<file path="src/rtl/mcpu_pkg.sv">
// Shared definitions for the multi-cycle CPU controller: state codes,
// ALU operation codes, mux select codes, opcode/funct constants and the
// decode-stage dispatch function.
package mcpu_pkg;

  typedef enum logic [3:0] {
    S_IF   = 4'd0,
    S_ID   = 4'd1,
    S_MA   = 4'd2,
    S_MRD  = 4'd3,
    S_LWB  = 4'd4,
    S_MWR  = 4'd5,
    S_REXE = 4'd6,
    S_RWB  = 4'd7,
    S_BEQ  = 4'd8,
    S_BNE  = 4'd9,
    S_J    = 4'd10,
    S_IEXE = 4'd11,
    S_IWB  = 4'd12
  } state_t;

  localparam logic [3:0] ALU_AND = 4'd0;
  localparam logic [3:0] ALU_OR  = 4'd1;
  localparam logic [3:0] ALU_ADD = 4'd2;
  localparam logic [3:0] ALU_XOR = 4'd3;
  localparam logic [3:0] ALU_NOR = 4'd4;
  localparam logic [3:0] ALU_SRL = 4'd5;
  localparam logic [3:0] ALU_SUB = 4'd6;
  localparam logic [3:0] ALU_SLT = 4'd7;
  localparam logic [3:0] ALU_SLL = 4'd8;

  localparam logic [1:0] SRCA_PC    = 2'd0;
  localparam logic [1:0] SRCA_REG   = 2'd1;
  localparam logic [1:0] SRCA_SHAMT = 2'd2;

  localparam logic [1:0] SRCB_REG  = 2'd0;
  localparam logic [1:0] SRCB_FOUR = 2'd1;
  localparam logic [1:0] SRCB_IMM  = 2'd2;
  localparam logic [1:0] SRCB_BOFF = 2'd3;

  localparam logic [1:0] PCSRC_ALU    = 2'd0;
  localparam logic [1:0] PCSRC_ALUOUT = 2'd1;
  localparam logic [1:0] PCSRC_JUMP   = 2'd2;

  localparam logic [5:0] OP_RTYPE = 6'b000000;
  localparam logic [5:0] OP_J     = 6'b000010;
  localparam logic [5:0] OP_BEQ   = 6'b000100;
  localparam logic [5:0] OP_BNE   = 6'b000101;
  localparam logic [5:0] OP_ADDI  = 6'b001000;
  localparam logic [5:0] OP_SLTI  = 6'b001010;
  localparam logic [5:0] OP_ANDI  = 6'b001100;
  localparam logic [5:0] OP_ORI   = 6'b001101;
  localparam logic [5:0] OP_XORI  = 6'b001110;
  localparam logic [5:0] OP_LW    = 6'b100011;
  localparam logic [5:0] OP_SW    = 6'b101011;

  localparam logic [5:0] F_SLL = 6'b000000;
  localparam logic [5:0] F_SRL = 6'b000010;
  localparam logic [5:0] F_ADD = 6'b100000;
  localparam logic [5:0] F_SUB = 6'b100010;
  localparam logic [5:0] F_AND = 6'b100100;
  localparam logic [5:0] F_OR  = 6'b100101;
  localparam logic [5:0] F_XOR = 6'b100110;
  localparam logic [5:0] F_NOR = 6'b100111;
  localparam logic [5:0] F_SLT = 6'b101010;

  // Decode-stage dispatch; S_IF doubles as "opcode not recognised".
  function automatic state_t id_dispatch(input logic [5:0] op);
    case (op)
      OP_LW, OP_SW:                                  id_dispatch = S_MA;
      OP_RTYPE:                                      id_dispatch = S_REXE;
      OP_BEQ:                                        id_dispatch = S_BEQ;
      OP_BNE:                                        id_dispatch = S_BNE;
      OP_J:                                          id_dispatch = S_J;
      OP_ADDI, OP_SLTI, OP_ANDI, OP_ORI, OP_XORI:    id_dispatch = S_IEXE;
      default:                                       id_dispatch = S_IF;
    endcase
  endfunction

endpackage

</file>
<file path="src/rtl/mcpu_alu_dec.sv">
// ALU operation decoder: R-type funct and I-type opcode to ALU_operation
// and immediate extension mode. Shift functs (SLL/SRL) are decoded only
// when the build defines MCPU_SHIFT_EN; otherwise they report invalid.
module mcpu_alu_dec
  import mcpu_pkg::*;
(
  input  logic [5:0] opcode,
  input  logic [5:0] funct,
  output logic [3:0] r_op,
  output logic       r_valid,
  output logic       r_shift,
  output logic [3:0] i_op,
  output logic       i_zext
);

`ifdef MCPU_SHIFT_EN
  localparam logic SHIFT_EN = 1'b1;
`else
  localparam logic SHIFT_EN = 1'b0;
`endif

  // R-type funct decode; r_shift asks the FSM to route shamt into operand A.
  always_comb begin
    r_op    = ALU_AND;
    r_valid = 1'b0;
    r_shift = 1'b0;
    case (funct)
      F_ADD: begin r_op = ALU_ADD; r_valid = 1'b1; end
      F_SUB: begin r_op = ALU_SUB; r_valid = 1'b1; end
      F_AND: begin r_op = ALU_AND; r_valid = 1'b1; end
      F_OR:  begin r_op = ALU_OR;  r_valid = 1'b1; end
      F_XOR: begin r_op = ALU_XOR; r_valid = 1'b1; end
      F_NOR: begin r_op = ALU_NOR; r_valid = 1'b1; end
      F_SLT: begin r_op = ALU_SLT; r_valid = 1'b1; end
      F_SLL: begin
        if (SHIFT_EN) begin
          r_op    = ALU_SLL;
          r_valid = 1'b1;
          r_shift = 1'b1;
        end
      end
      F_SRL: begin
        if (SHIFT_EN) begin
          r_op    = ALU_SRL;
          r_valid = 1'b1;
          r_shift = 1'b1;
        end
      end
      default: ;
    endcase
  end

  // Immediate-type decode: logical ops zero-extend, arithmetic ops sign-extend.
  always_comb begin
    i_op   = ALU_ADD;
    i_zext = 1'b0;
    case (opcode)
      OP_ADDI: i_op = ALU_ADD;
      OP_SLTI: i_op = ALU_SLT;
      OP_ANDI: begin i_op = ALU_AND; i_zext = 1'b1; end
      OP_ORI:  begin i_op = ALU_OR;  i_zext = 1'b1; end
      OP_XORI: begin i_op = ALU_XOR; i_zext = 1'b1; end
      default: ;
    endcase
  end

endmodule

</file>
<file path="src/rtl/mcpu_ctrl.sv">
// Multi-cycle MIPS-style control unit. One FSM sequences fetch, decode,
// memory, execute and write-back; all datapath controls are Moore/Mealy
// decodes of the current state. While rst is high every write strobe is
// masked so an aborted instruction leaves no side effects.
// Optional build macro: MCPU_SHIFT_EN (SLL/SRL in R-type execute).
module mcpu_ctrl
  import mcpu_pkg::*;
(
  input  logic       clk,
  input  logic       rst,
  input  logic [5:0] opcode,
  input  logic [5:0] funct,
  input  logic       zero,
  input  logic       MIO_ready,
  output logic [3:0] ALU_operation,
  output logic [1:0] ALUSrcA,
  output logic [1:0] ALUSrcB,
  output logic       ImmZext,
  output logic [1:0] PCSource,
  output logic       PC_en,
  output logic       IorD,
  output logic       MemRead,
  output logic       MemWrite,
  output logic       IRWrite,
  output logic       RegDst,
  output logic       MemtoReg,
  output logic       RegWrite,
  output logic       illegal,
  output logic [3:0] state
);

  state_t     state_reg, state_next;
  logic [3:0] r_op, i_op;
  logic       r_valid, r_shift, i_zext;
  logic       pc_en_raw, mem_write_raw, ir_write_raw, reg_write_raw, illegal_raw;

  mcpu_alu_dec u_alu_dec (
    .opcode  (opcode),
    .funct   (funct),
    .r_op    (r_op),
    .r_valid (r_valid),
    .r_shift (r_shift),
    .i_op    (i_op),
    .i_zext  (i_zext)
  );

  // State register; reset always restarts at instruction fetch.
  always_ff @(posedge clk) begin
    if (rst) state_reg <= S_IF;
    else     state_reg <= state_next;
  end

  // Next-state and per-state control decode; every output defaults to 0.
  always_comb begin
    state_next    = S_IF;
    ALU_operation = ALU_AND;
    ALUSrcA       = SRCA_PC;
    ALUSrcB       = SRCB_REG;
    ImmZext       = 1'b0;
    PCSource      = PCSRC_ALU;
    pc_en_raw     = 1'b0;
    IorD          = 1'b0;
    MemRead       = 1'b0;
    mem_write_raw = 1'b0;
    ir_write_raw  = 1'b0;
    RegDst        = 1'b0;
    MemtoReg      = 1'b0;
    reg_write_raw = 1'b0;
    illegal_raw   = 1'b0;
    case (state_reg)
      S_IF: begin
        MemRead       = 1'b1;
        ALUSrcB       = SRCB_FOUR;
        ALU_operation = ALU_ADD;
        ir_write_raw  = MIO_ready;
        pc_en_raw     = MIO_ready;
        state_next    = MIO_ready ? S_ID : S_IF;
      end
      S_ID: begin
        ALUSrcB       = SRCB_BOFF;
        ALU_operation = ALU_ADD;
        state_next    = id_dispatch(opcode);
        illegal_raw   = (id_dispatch(opcode) == S_IF);
      end
      S_MA: begin
        ALUSrcA       = SRCA_REG;
        ALUSrcB       = SRCB_IMM;
        ALU_operation = ALU_ADD;
        case (opcode)
          OP_LW:   state_next = S_MRD;
          OP_SW:   state_next = S_MWR;
          default: state_next = S_IF;
        endcase
      end
      S_MRD: begin
        IorD       = 1'b1;
        MemRead    = 1'b1;
        state_next = MIO_ready ? S_LWB : S_MRD;
      end
      S_MWR: begin
        IorD          = 1'b1;
        mem_write_raw = 1'b1;
        state_next    = MIO_ready ? S_IF : S_MWR;
      end
      S_LWB: begin
        reg_write_raw = 1'b1;
        MemtoReg      = 1'b1;
      end
      S_REXE: begin
        ALUSrcA       = r_shift ? SRCA_SHAMT : SRCA_REG;
        ALUSrcB       = SRCB_REG;
        ALU_operation = r_op;
        illegal_raw   = ~r_valid;
        state_next    = r_valid ? S_RWB : S_IF;
      end
      S_RWB: begin
        reg_write_raw = 1'b1;
        RegDst        = 1'b1;
      end
      S_BEQ, S_BNE: begin
        ALUSrcA       = SRCA_REG;
        ALUSrcB       = SRCB_REG;
        ALU_operation = ALU_SUB;
        PCSource      = PCSRC_ALUOUT;
        pc_en_raw     = (state_reg == S_BEQ) ? zero : ~zero;
      end
      S_J: begin
        PCSource  = PCSRC_JUMP;
        pc_en_raw = 1'b1;
      end
      S_IEXE: begin
        ALUSrcA       = SRCA_REG;
        ALUSrcB       = SRCB_IMM;
        ALU_operation = i_op;
        ImmZext       = i_zext;
        state_next    = S_IWB;
      end
      S_IWB: begin
        reg_write_raw = 1'b1;
      end
      default: state_next = S_IF;
    endcase
  end

  // Write strobes are masked during reset so an aborted access cannot commit.
  assign PC_en    = pc_en_raw     & ~rst;
  assign IRWrite  = ir_write_raw  & ~rst;
  assign MemWrite = mem_write_raw & ~rst;
  assign RegWrite = reg_write_raw & ~rst;
  assign illegal  = illegal_raw   & ~rst;
  assign state    = state_reg;

endmodule

</file>
<file path="config.mk">
export PLATFORM = sky130hd
export DESIGN_NAME = mcpu_ctrl
export DESIGN_NICKNAME = d
export VERILOG_FILES = /design/src/rtl/mcpu_pkg.sv /design/src/rtl/mcpu_alu_dec.sv /design/src/rtl/mcpu_ctrl.sv
export SDC_FILE = /design/constraint.sdc
export NUM_CORES = 1
export LEC_CHECK = 0
export CAP_MARGIN = 20
export CORE_ASPECT_RATIO = 0.6
export CORE_MARGIN = 8
export CORE_UTILIZATION = 37
export DETAILED_ROUTE_END_ITERATION = 8
export PLACE_DENSITY_LB_ADDON = 0.08
export SLEW_MARGIN = 20
export SYNTH_ARGS = -nofsm -noshare
export SYNTH_HDL_FRONTEND = slang
export SYNTH_HIERARCHICAL = 1
export SYNTH_SLANG_ARGS = --single-unit
</file>
<file path="constraint.sdc">
create_clock -name clk -period 1.5 [get_ports clk]
set_input_delay 0.15 -clock clk [delete_from_list [all_inputs] [get_ports clk]]
set_output_delay 0.15 -clock clk [all_outputs]
set_load 0.05 [all_outputs]
</file>
==> report_table.html, run 1 <==
<table>
<tr><th>Metric</th><th>Value</th></tr>
<tr><th colspan="2">Clock network</th></tr>
<tr><td>Root buffer cell</td><td>sky130_fd_sc_hd__clkbuf_8</td></tr>
<tr><td>TritonCTS sink count</td><td>4</td></tr>
<tr><td>Post-CTS setup repair buffer count</td><td>8</td></tr>
<tr><td>Inserted Clock Buffers</td><td>3</td></tr>
<tr><td>Clock tree buffer depth</td><td>2</td></tr>
<tr><td>Number of levels the H-tree was split into</td><td>1</td></tr>
<tr><td>Post-CTS sizing</td><td>67</td></tr>
<tr><td>Hold buffer count at cts</td><td>0</td></tr>
<tr><th colspan="2">Placed design</th></tr>
<tr><td># port buffers</td><td>37</td></tr>
<tr><td>Placer Congestion</td><td>0.917</td></tr>
<tr><td>Number of cells in the design after placement</td><td>237</td></tr>
<tr><td>Detail Placement HPWL</td><td>3.58 mm</td></tr>
<tr><th colspan="2">Yosys</th></tr>
<tr><td>Async set-reset flop share out of synthesis</td><td>0%</td></tr>
<tr><td>Dominant register cell in the synthesized netlist</td><td>sky130_fd_sc_hd__dfxtp_1</td></tr>
<tr><td>Instance count of the mapped netlist</td><td>142</td></tr>
<tr><td>Share of the synthesized area in the top cell type</td><td>9.20%</td></tr>
<tr><td>Post-synthesis cell area</td><td>871 sq um</td></tr>
<tr><td>Ranking of synthesized cells by area</td><td>sky130_fd_sc_hd__dfxtp_1, sky130_fd_sc_hd__nor2_1, sky130_fd_sc_hd__nand2_1</td></tr>
<tr><td>Count of distinct cell types in the synthesized netlist</td><td>45</td></tr>
<tr><td>Synthesis-stage register bit count</td><td>4</td></tr>
<tr><td>Number of warnings printed during yosys synthesis</td><td>6</td></tr>
<tr><td>Post-synthesis average cell area</td><td>6.13 sq um</td></tr>
<tr><td>Part of the Yosys area used for sequential elements</td><td>9.20%</td></tr>
<tr><td>Leading cell type by number of instances after synthesis</td><td>sky130_fd_sc_hd__nor2_1</td></tr>
<tr><td>Area leader, netlist</td><td>sky130_fd_sc_hd__dfxtp_1</td></tr>
<tr><td>Number of enable-type register cells in the synthesized netlist</td><td>0</td></tr>
<tr><td>Synth cell count leaders</td><td>sky130_fd_sc_hd__nor2_1, sky130_fd_sc_hd__nand2_1, sky130_fd_sc_hd__a21oi_1</td></tr>
<tr><th colspan="2">Run status</th></tr>
<tr><td>Outcome</td><td>did not finish</td></tr>
<tr><td>Error</td><td>[ERROR DPL-0038] Utilization greater than 100%, impossible to legalize</td></tr>
<tr><td>Last stage</td><td>4_1_cts</td></tr>
<tr><th colspan="2">Floorplanning</th></tr>
<tr><td>Horizontal die dimension</td><td>78.6 um</td></tr>
<tr><td>Height of the die</td><td>53.6 um</td></tr>
<tr><td>Num rows</td><td>13</td></tr>
<tr><td>Top-Level Pins</td><td>40</td></tr>
<tr><td>Initial cell density of the core</td><td>39.7%</td></tr>
</table>
## cells by family after synthesis
logic type | share of synthesized area (%)
and+or+nand+nor | 44.7
AOI/OAI and AO/OA | 31.2
buffers and inverters | 10.3
DFF | 9.20
xor gates and xnor gates | 3.02
adders and majority gates | 1.15
other | 0.431
## stage by stage
step	TNS (ns)	utilization [%]	setup WS (ns)	hold slack, ns	cell area [sq um]
floorplan	-1.50	-	-0.207	0.300	1080
global placement	-1.98	85.0	-0.303	0.696	1870
detailed placement	-2.65	85.0	-0.376	0.689	1870
==> run 2: changes to the inputs <==
- CORE_AREA: not set -> 8 8 69 71
- CORE_ASPECT_RATIO: 0.6 -> not set
- CORE_MARGIN: 8 -> not set
- CORE_UTILIZATION: 37 -> not set
- DIE_AREA: not set -> 0 0 77 79
- PLACE_DENSITY_LB_ADDON: 0.08 -> 0.15
- clock period: 1.5 -> 2 ns (I/O delays scaled with it)
==> run 2 against run 1 <==
The run now ends clean. Synthesized cell count unchanged. Synthesized area unchanged.
==> report_table.html, run 2 <==
<table>
<tr><th>Metric</th><th>Value</th></tr>
<tr><th colspan="2">GRT</th></tr>
<tr><td>Via count of the first global-routing pass</td><td>1146</td></tr>
<tr><td>GRT Resource Usage Total</td><td>11.1%</td></tr>
<tr><td>Wire length of the first global-routing pass</td><td>5.71 mm</td></tr>
<tr><td>Overflow left after global routing</td><td>0</td></tr>
<tr><td>Number of antenna violations at the first check in global routing</td><td>0</td></tr>
<tr><td>Largest net degree at the start of global routing</td><td>20</td></tr>
<tr><th colspan="2">Timing</th></tr>
<tr><td>Setup repair after global routing missed its margin</td><td>no</td></tr>
<tr><td>Number of pins with negative max-slew slack in the final report</td><td>0</td></tr>
<tr><td>Slew at the pin closest to its max-slew limit</td><td>0.891 ns</td></tr>
<tr><td>Fmax</td><td>0.516 GHz</td></tr>
<tr><td>Final Hold Fails</td><td>0</td></tr>
<tr><td>Post-route clock skew</td><td>0.00424 ns</td></tr>
<tr><td>Final min period</td><td>1.94 ns</td></tr>
<tr><td>Final setup fails</td><td>0</td></tr>
<tr><td>Share of the clock period used by the worst path after layout</td><td>96.8%</td></tr>
<tr><td>Worst hold slack</td><td>0.482 ns</td></tr>
<tr><td>Final TNS setup</td><td>0 ns</td></tr>
<tr><td>Tightest slew margin relative to the limit</td><td>40.4%</td></tr>
<tr><th colspan="2">Clock network</th></tr>
<tr><td>CTS tree</td><td>done</td></tr>
<tr><td>TritonCTS sink count</td><td>4 (unchanged)</td></tr>
<tr><td>Number of levels the H-tree was split into</td><td>1 (unchanged)</td></tr>
<tr><td>Register clock-pin slew on the reported worst setup and hold paths</td><td>0.03 ns</td></tr>
<tr><td>Hold buffer count at cts</td><td>0 (unchanged)</td></tr>
<tr><td>Inserted Clock Buffers</td><td>3 (unchanged)</td></tr>
<tr><td>Clock tree buffer depth</td><td>2 (unchanged)</td></tr>
<tr><td>Clock latency at the later pin of the worst-skew pair</td><td>0.22 ns</td></tr>
<tr><td>Root buffer cell</td><td>sky130_fd_sc_hd__clkbuf_8</td></tr>
<tr><th colspan="2">Yosys</th></tr>
<tr><td>Share of the synthesized area in the top cell type</td><td>9.20% (unchanged)</td></tr>
<tr><td>Part of the Yosys area used for sequential elements</td><td>9.20% (unchanged)</td></tr>
<tr><td>Post-synthesis cell area</td><td>871 sq um (unchanged)</td></tr>
<tr><td>Ranking of synthesized cells by area</td><td>sky130_fd_sc_hd__dfxtp_1, sky130_fd_sc_hd__nor2_1, sky130_fd_sc_hd__nand2_1</td></tr>
<tr><td>Number of enable-type register cells in the synthesized netlist</td><td>0 (unchanged)</td></tr>
<tr><td>Leading cell type by number of instances after synthesis</td><td>sky130_fd_sc_hd__nor2_1</td></tr>
<tr><td>Area leader, netlist</td><td>sky130_fd_sc_hd__dfxtp_1</td></tr>
<tr><td>Synth cell count leaders</td><td>sky130_fd_sc_hd__nor2_1, sky130_fd_sc_hd__nand2_1, sky130_fd_sc_hd__a21oi_1</td></tr>
<tr><td>Post-synthesis average cell area</td><td>6.13 sq um (unchanged)</td></tr>
<tr><td>Number of warnings printed during yosys synthesis</td><td>6 (unchanged)</td></tr>
<tr><td>Synthesis-stage register bit count</td><td>4 (unchanged)</td></tr>
<tr><td>Dominant register cell in the synthesized netlist</td><td>sky130_fd_sc_hd__dfxtp_1</td></tr>
<tr><td>Count of distinct cell types in the synthesized netlist</td><td>45 (unchanged)</td></tr>
<tr><td>Instance count of the mapped netlist</td><td>142 (unchanged)</td></tr>
<tr><td>Async set-reset flop share out of synthesis</td><td>0% (unchanged)</td></tr>
<tr><th colspan="2">Setup path</th></tr>
<tr><td>Worst reg-to-reg path cell count</td><td>3</td></tr>
<tr><td>Required time of the worst setup path</td><td>1.80 ns</td></tr>
<tr><td>Largest fanout on the critical path</td><td>17</td></tr>
<tr><td>Worst R2R Setup Slack</td><td>0.28 ns</td></tr>
<tr><td>Data arrival time of the critical path</td><td>1.74 ns</td></tr>
<tr><td>Capturing point of the worst reg2reg path</td><td>state[2]</td></tr>
<tr><td>Endpoint class of the critical path</td><td>output pin</td></tr>
<tr><td>Critical register-to-register path startpoint</td><td>state[1]</td></tr>
<tr><td>Crit path kind</td><td>reg2out</td></tr>
<tr><td>Crit path launch type</td><td>register</td></tr>
<tr><th colspan="2">Layout</th></tr>
<tr><td>Antenna cell count</td><td>0</td></tr>
<tr><td>Fill cells</td><td>406</td></tr>
<tr><td>Commonest cells after routing, fill and taps aside</td><td>sky130_fd_sc_hd__buf_4, sky130_fd_sc_hd__nor2_1, sky130_fd_sc_hd__nand2_1</td></tr>
<tr><td>Post-layout nets</td><td>201</td></tr>
<tr><td>Leading cell type in the layout, fill and taps excluded</td><td>sky130_fd_sc_hd__buf_4</td></tr>
<tr><td>Final core utilization</td><td>42.0%</td></tr>
<tr><td>Fraction of layout instances using a drive strength above 1</td><td>32.2%</td></tr>
<tr><td>P&amp;R area growth vs syn</td><td>83.2%</td></tr>
<tr><td>Flip-flop count of the largest register after layout</td><td>4</td></tr>
<tr><th colspan="2">Floorplanning</th></tr>
<tr><td>Die Outline Area</td><td>6080 sq um</td></tr>
<tr><td>Top-Level Pins</td><td>40 (unchanged)</td></tr>
<tr><td>Floorplan core area</td><td>3800 sq um</td></tr>
<tr><td>Initial cell density of the core</td><td>22.9% (-17 points)</td></tr>
<tr><td>Num rows</td><td>23 (+10)</td></tr>
<tr><td>Height of the die</td><td>79 um (+47%)</td></tr>
<tr><td>Horizontal die dimension</td><td>77 um (-2.1%)</td></tr>
<tr><th colspan="2">Flow run</th></tr>
<tr><td>Count of maximum capacitance violations</td><td>0</td></tr>
<tr><th colspan="2">Power</th></tr>
<tr><td>Total power divided by cell area</td><td>299 nW/um^2</td></tr>
<tr><td>Total power</td><td>0.000477 W</td></tr>
<tr><td>Peak supply drop</td><td>0.000134 V</td></tr>
<tr><td>Leakage Power</td><td>0.610 nW</td></tr>
<tr><th colspan="2">Routing</th></tr>
<tr><td>Wire length per cell</td><td>14.5 um</td></tr>
<tr><td>ANT nets after route</td><td>0</td></tr>
<tr><td>Drt via density</td><td>4.96</td></tr>
<tr><td>Final wirelength</td><td>3.39 mm</td></tr>
<tr><td>DRT Pass-1 Iters</td><td>4</td></tr>
<tr><td>Remaining DRCs</td><td>0</td></tr>
<tr><td>Via total after detailed routing</td><td>1155</td></tr>
<tr><td>Iteration-0 DRC Markers</td><td>62</td></tr>
<tr><th colspan="2">Min path</th></tr>
<tr><td>Sink of the worst hold path</td><td>state[2]</td></tr>
<tr><td>Hold path startpoint</td><td>opcode[2]</td></tr>
<tr><td>Hold-critical path depth</td><td>3</td></tr>
<tr><td>Class of the worst hold path</td><td>in2reg</td></tr>
<tr><th colspan="2">Placed design</th></tr>
<tr><td>Detail Placement HPWL</td><td>2.71 mm (-24%)</td></tr>
<tr><td>Placer Congestion</td><td>0.803 (-12%)</td></tr>
<tr><td># port buffers</td><td>37 (unchanged)</td></tr>
<tr><th colspan="2">Run status</th></tr>
<tr><td>Outcome</td><td>complete, no violations</td></tr>
</table>
## run 2: cell counts after synthesis
No cell type changed its count.
## run 2: repair_timing
| action | CTS | global route |
|---|---|---|
| endpoints found under the setup margin | 0 | 4 |
| buffers inserted | 0 | 0 |
| resized for setup | 0 | 5 |
## run 2: through the flow
stage | cell area, sq um | worst slack, ns | cells
4_1_cts | 1580 | 0.0343 | 233
2_1_floorplan | 968 | -0.231 | 144
3_3_place_gp | 1540 | 0.0610 | 230
3_5_place_dp | 1540 | 0.0329 | 230
5_1_grt | 1600 | 0.00462 | 233
6_report | 1600 | 0.0637 | 233
## run 2: report_power, final
part | leakage, nW | switching (W) | total, W | internal (W)
sequential | 0.0335 | 0.00000351 | 0.0000859 | 0.0000824
combinational | 0.555 | 0.000120 | 0.000220 | 0.0000998
clock | 0.0216 | 0.0000433 | 0.000172 | 0.000128
total | 0.610 | 0.000167 | 0.000477 | 0.000311
## run 2: layer usage
layer | wire, um | global-route usage (%) | vias to the layer above
li1 | - | - | 583
met1 | 1490 | 13.5 | 542
met3 | 186 | 2.82 | 0
met4 | 0 | 2.83 | 0
met2 | 1720 | 19.1 | 30
met5 | 0 | 0 | -
## run 2: cells by family (layout without fill, tap and decap cells)
group,after synthesis,in the layout,synth area share [%]
flops,4,4,9.20
other cells,1,3,0.431
compound gates,39,39,31.2
fa+ha+maj,1,1,1.15
simple gates,75,75,44.7
buf+inv,19,58,10.3
xor+xnor,3,3,3.02
## run 2: worst max-delay path by stage
stage | startpoint | endpoint | slack [ns] | cells after the start
6_report | state[1] | illegal | 0.06 | 5
3_3_place_gp | funct[2] | illegal | 0.06 | 8
3_5_place_dp | funct[2] | illegal | 0.03 | 8
2_1_floorplan | state[0] | RegWrite | -0.23 | 4
4_1_cts | funct[2] | illegal | 0.03 | 8
5_1_grt | state[1] | illegal | 0.005 | 5
## run 2: cell type report
cell class / instances / area, sq um / share of cell area (%)
multi-input cells: 121 / 802 / 50.3
well taps: 50 / 62.6 / 3.92
clock buffers: 3 / 41.3 / 2.59
inverters: 7 / 26.3 / 1.65
flip-flops and latches: 4 / 82.6 / 5.18
repair buffers: 48 / 581 / 36.4
## run 2: critical path, stage by stage, from the launching register on
cell and delay (ns):
sky130_fd_sc_hd__dfxtp_2 0.41, sky130_fd_sc_hd__or4b_4 0.59, sky130_fd_sc_hd__nor2_1 0.10, sky130_fd_sc_hd__nand2_1 0.10, sky130_fd_sc_hd__o21ai_4 0.16, sky130_fd_sc_hd__buf_12 0.15
No activity file was read; power rests on OpenSTA's default activity.
==> run 3: changes to the inputs <==
- clock period: 2 -> 1.8 ns (I/O delays scaled with it)
==> run 3 against run 2 <==
Global-route usage is 0.70 points higher. Final cell count is 7.7% higher. Sequential power is 6.4% higher. Wire length is 5.8% higher. Largest power group unchanged.
==> report_table.html, run 3 (same netlist as run 2, synthesis figures left out) <==
<table>
<tr><th>Metric</th><th>Value</th></tr>
<tr><th colspan="2">Routing</th></tr>
<tr><td>Remaining DRCs</td><td>0 (unchanged)</td></tr>
<tr><td>Via total after detailed routing</td><td>1237 (+7.1%)</td></tr>
<tr><td>ANT nets after route</td><td>0 (unchanged)</td></tr>
<tr><td>Drt via density</td><td>4.93 (-0.58%)</td></tr>
<tr><td>Iteration-0 DRC Markers</td><td>68 (+9.7%)</td></tr>
<tr><td>Final wirelength</td><td>3.59 mm (+5.8%)</td></tr>
<tr><td>Wire length per cell</td><td>14.3 um (-1.8%)</td></tr>
<tr><td>DRT Pass-1 Iters</td><td>4 (unchanged)</td></tr>
<tr><th colspan="2">Floorplanning</th></tr>
<tr><td>Top-Level Pins</td><td>40 (unchanged)</td></tr>
<tr><td>Floorplan core area</td><td>3800 sq um (unchanged)</td></tr>
<tr><td>Die Outline Area</td><td>6080 sq um (unchanged)</td></tr>
<tr><td>Initial cell density of the core</td><td>22.9% (unchanged)</td></tr>
<tr><td>Num rows</td><td>23 (unchanged)</td></tr>
<tr><td>Horizontal die dimension</td><td>77 um (unchanged)</td></tr>
<tr><td>Height of the die</td><td>79 um (unchanged)</td></tr>
<tr><th colspan="2">Timing</th></tr>
<tr><td>Final Hold Fails</td><td>0 (unchanged)</td></tr>
<tr><td>Final min period</td><td>1.78 ns</td></tr>
<tr><td>Post-route clock skew</td><td>0.00197 ns (-0.00227 ns)</td></tr>
<tr><td>Final TNS setup</td><td>0 ns (unchanged)</td></tr>
<tr><td>Number of pins with negative max-slew slack in the final report</td><td>0 (unchanged)</td></tr>
<tr><td>Setup repair after global routing missed its margin</td><td>yes</td></tr>
<tr><td>Tightest slew margin relative to the limit</td><td>39.7% (-0.70 points)</td></tr>
<tr><td>Final setup fails</td><td>0 (unchanged)</td></tr>
<tr><td>Slew at the pin closest to its max-slew limit</td><td>0.901 ns (+0.0104 ns)</td></tr>
<tr><td>Share of the clock period used by the worst path after layout</td><td>98.9%</td></tr>
<tr><td>Worst hold slack</td><td>0.476 ns (-0.00663 ns)</td></tr>
<tr><td>Fmax</td><td>0.562 GHz</td></tr>
<tr><th colspan="2">Min path</th></tr>
<tr><td>Hold path startpoint</td><td>opcode[5]</td></tr>
<tr><td>Hold-critical path depth</td><td>5 (+2)</td></tr>
<tr><td>Class of the worst hold path</td><td>in2reg</td></tr>
<tr><td>Sink of the worst hold path</td><td>state[3]</td></tr>
<tr><th colspan="2">Clock network</th></tr>
<tr><td>Number of levels the H-tree was split into</td><td>1 (unchanged)</td></tr>
<tr><td>Register clock-pin slew on the reported worst setup and hold paths</td><td>0.03 ns (about the same)</td></tr>
<tr><td>TritonCTS sink count</td><td>4 (unchanged)</td></tr>
<tr><td>Inserted Clock Buffers</td><td>3 (unchanged)</td></tr>
<tr><td>Root buffer cell</td><td>sky130_fd_sc_hd__clkbuf_8</td></tr>
<tr><td>Clock latency at the later pin of the worst-skew pair</td><td>0.21 ns (about the same)</td></tr>
<tr><td>CTS tree</td><td>done</td></tr>
<tr><td>Clock tree buffer depth</td><td>2 (unchanged)</td></tr>
<tr><th colspan="2">Layout</th></tr>
<tr><td>Area of all placed cells without fillers</td><td>1810 sq um (+14%)</td></tr>
<tr><td>Leading cell type in the layout, fill and taps excluded</td><td>sky130_fd_sc_hd__buf_4</td></tr>
<tr><td>P&amp;R area growth vs syn</td><td>108%</td></tr>
<tr><td>Antenna cell count</td><td>0 (unchanged)</td></tr>
<tr><td>Fraction of layout instances using a drive strength above 1</td><td>42.3% (+10 points)</td></tr>
<tr><td>Fill cells</td><td>391 (-3.7%)</td></tr>
<tr><td>Commonest cells after routing, fill and taps aside</td><td>sky130_fd_sc_hd__buf_4, sky130_fd_sc_hd__nand2_1, sky130_fd_sc_hd__buf_12</td></tr>
<tr><td>Post-layout nets</td><td>219 (+9.0%)</td></tr>
<tr><td>Flip-flop count of the largest register after layout</td><td>4 (unchanged)</td></tr>
<tr><td>Final core utilization</td><td>47.7% (+5.7 points)</td></tr>
<tr><th colspan="2">Placed design</th></tr>
<tr><td>Placer Congestion</td><td>0.870 (+8.4%)</td></tr>
<tr><td>Detail Placement HPWL</td><td>2.83 mm (+4.1%)</td></tr>
<tr><td># port buffers</td><td>37 (unchanged)</td></tr>
<tr><td>Placed cell area</td><td>1690 sq um (+10%)</td></tr>
<tr><th colspan="2">Power</th></tr>
<tr><td>Total power</td><td>0.000560 W (+17%)</td></tr>
<tr><td>Combinational cell fraction of total power</td><td>50.7% (+4.7 points)</td></tr>
<tr><td>Relative contribution of sequential cells to total power</td><td>16.3% (-1.7 points)</td></tr>
<tr><td>Switching pwr</td><td>0.000191 W (+15%)</td></tr>
<tr><td>Internal portion of total power</td><td>0.000369 W (+19%)</td></tr>
<tr><td>Peak supply drop</td><td>0.000170 V (+27%)</td></tr>
<tr><td>Total power divided by cell area</td><td>309 nW/um^2 (+3.3%)</td></tr>
<tr><td>Sw Ratio</td><td>34.2% (-0.74 points)</td></tr>
<tr><td>Leakage Power</td><td>0.736 nW (+21%)</td></tr>
<tr><td>Power share of the clock group</td><td>33.0% (-3.0 points)</td></tr>
<tr><th colspan="2">GRT</th></tr>
<tr><td>GRT Resource Usage Total</td><td>11.8% (+0.70 points)</td></tr>
<tr><td>Overflow left after global routing</td><td>0 (unchanged)</td></tr>
<tr><td>Number of antenna violations at the first check in global routing</td><td>0 (unchanged)</td></tr>
<tr><td>Wire length of the first global-routing pass</td><td>5.99 mm (+5.0%)</td></tr>
<tr><td>Largest net degree at the start of global routing</td><td>17 (-15%)</td></tr>
<tr><td>Via count of the first global-routing pass</td><td>1273 (+11%)</td></tr>
<tr><th colspan="2">Setup path</th></tr>
<tr><td>Worst R2R Setup Slack</td><td>0.15 ns (-0.13 ns)</td></tr>
<tr><td>Largest fanout on the critical path</td><td>4 (-13)</td></tr>
<tr><td>Critical register-to-register path startpoint</td><td>state[3]</td></tr>
<tr><td>Worst reg-to-reg path cell count</td><td>6 (+3)</td></tr>
<tr><td>Endpoint class of the critical path</td><td>output pin</td></tr>
<tr><td>Data arrival time of the critical path</td><td>1.60 ns (-0.14 ns)</td></tr>
<tr><td>Capturing point of the worst reg2reg path</td><td>state[2]</td></tr>
<tr><td>Crit path launch type</td><td>register</td></tr>
<tr><td>Crit path kind</td><td>reg2out</td></tr>
<tr><td>Required time of the worst setup path</td><td>1.62 ns (-0.18 ns)</td></tr>
<tr><th colspan="2">Run status</th></tr>
<tr><td>Outcome</td><td>complete, no violations</td></tr>
<tr><th colspan="2">Flow run</th></tr>
<tr><td>Count of maximum capacitance violations</td><td>0 (unchanged)</td></tr>
</table>
==> run 3: final cells by class <==
cell class,count,area [sq um],share of cell area (%)
clock buffer,3,41.3,2.28
inverter,7,26.3,1.45
multi-input combinational,121,832,45.9
sequential,4,92.6,5.11
tap,50,62.6,3.45
timing repair buffer,66,757,41.8
==> run 3: per-stage QoR <==
step / instances / setup slack [ns]
floorplan: 144 / 0.0215
detailed placement: 243 / -0.0814
CTS: 250 / 0.000323
global route: 251 / -0.0448
global placement: 243 / -0.0756
finish: 251 / 0.0193
==> run 3: timing repair <==
action | CTS | global route
pin swaps | 1 | 2
gates resized for setup | 7 | 8
setup buffers | 4 | 1
endpoints found under the setup margin | 4 | 7
hold buffers | 0 | 0
==> run 3: critical path, cell delays in order (launching register included) <==
cell,delay (ns)
sky130_fd_sc_hd__dfxtp_4,0.33
sky130_fd_sc_hd__or4b_4,0.55
sky130_fd_sc_hd__nor2_1,0.10
sky130_fd_sc_hd__nand2_1,0.10
sky130_fd_sc_hd__o21ai_4,0.14
sky130_fd_sc_hd__buf_6,0.17
==> run 3: power by group through the flow <==
stage	Sequential [W]	Combinational, W	Clock [W]
floorplan	0.0000994	0.000135	0
global placement	0.0000953	0.000270	0
detailed placement	0.0000952	0.000273	0
CTS	0.0000928	0.000279	0.000189
global route	0.0000917	0.000304	0.000203
finish	0.0000914	0.000284	0.000185
==> run 3: worst max-delay path by stage <==
stage               startpoint                to  slack (ns)  cells after the start
floorplan             state[0]             PC_en        0.02                      5
detailed placement    funct[1]  ALU_operation[1]       -0.08                      8
CTS                   funct[2]  ALU_operation[0]      0.0003                      8
global route         opcode[2]  ALU_operation[0]       -0.04                      7
finish                state[1]           illegal        0.02                      5
global placement      funct[1]  ALU_operation[1]       -0.08                      8
==> run 3: layer usage <==
| metal | wire length (um) | GRT usage, % | vias to the layer above |
|---|---|---|---|
| li1 | - | - | 621 |
| met1 | 1510 | 13.5 | 570 |
| met2 | 1870 | 21.2 | 42 |
| met3 | 167 | 2.48 | 4 |
| met4 | 38 | 4.15 | 0 |
| met5 | 0 | 0 | - |
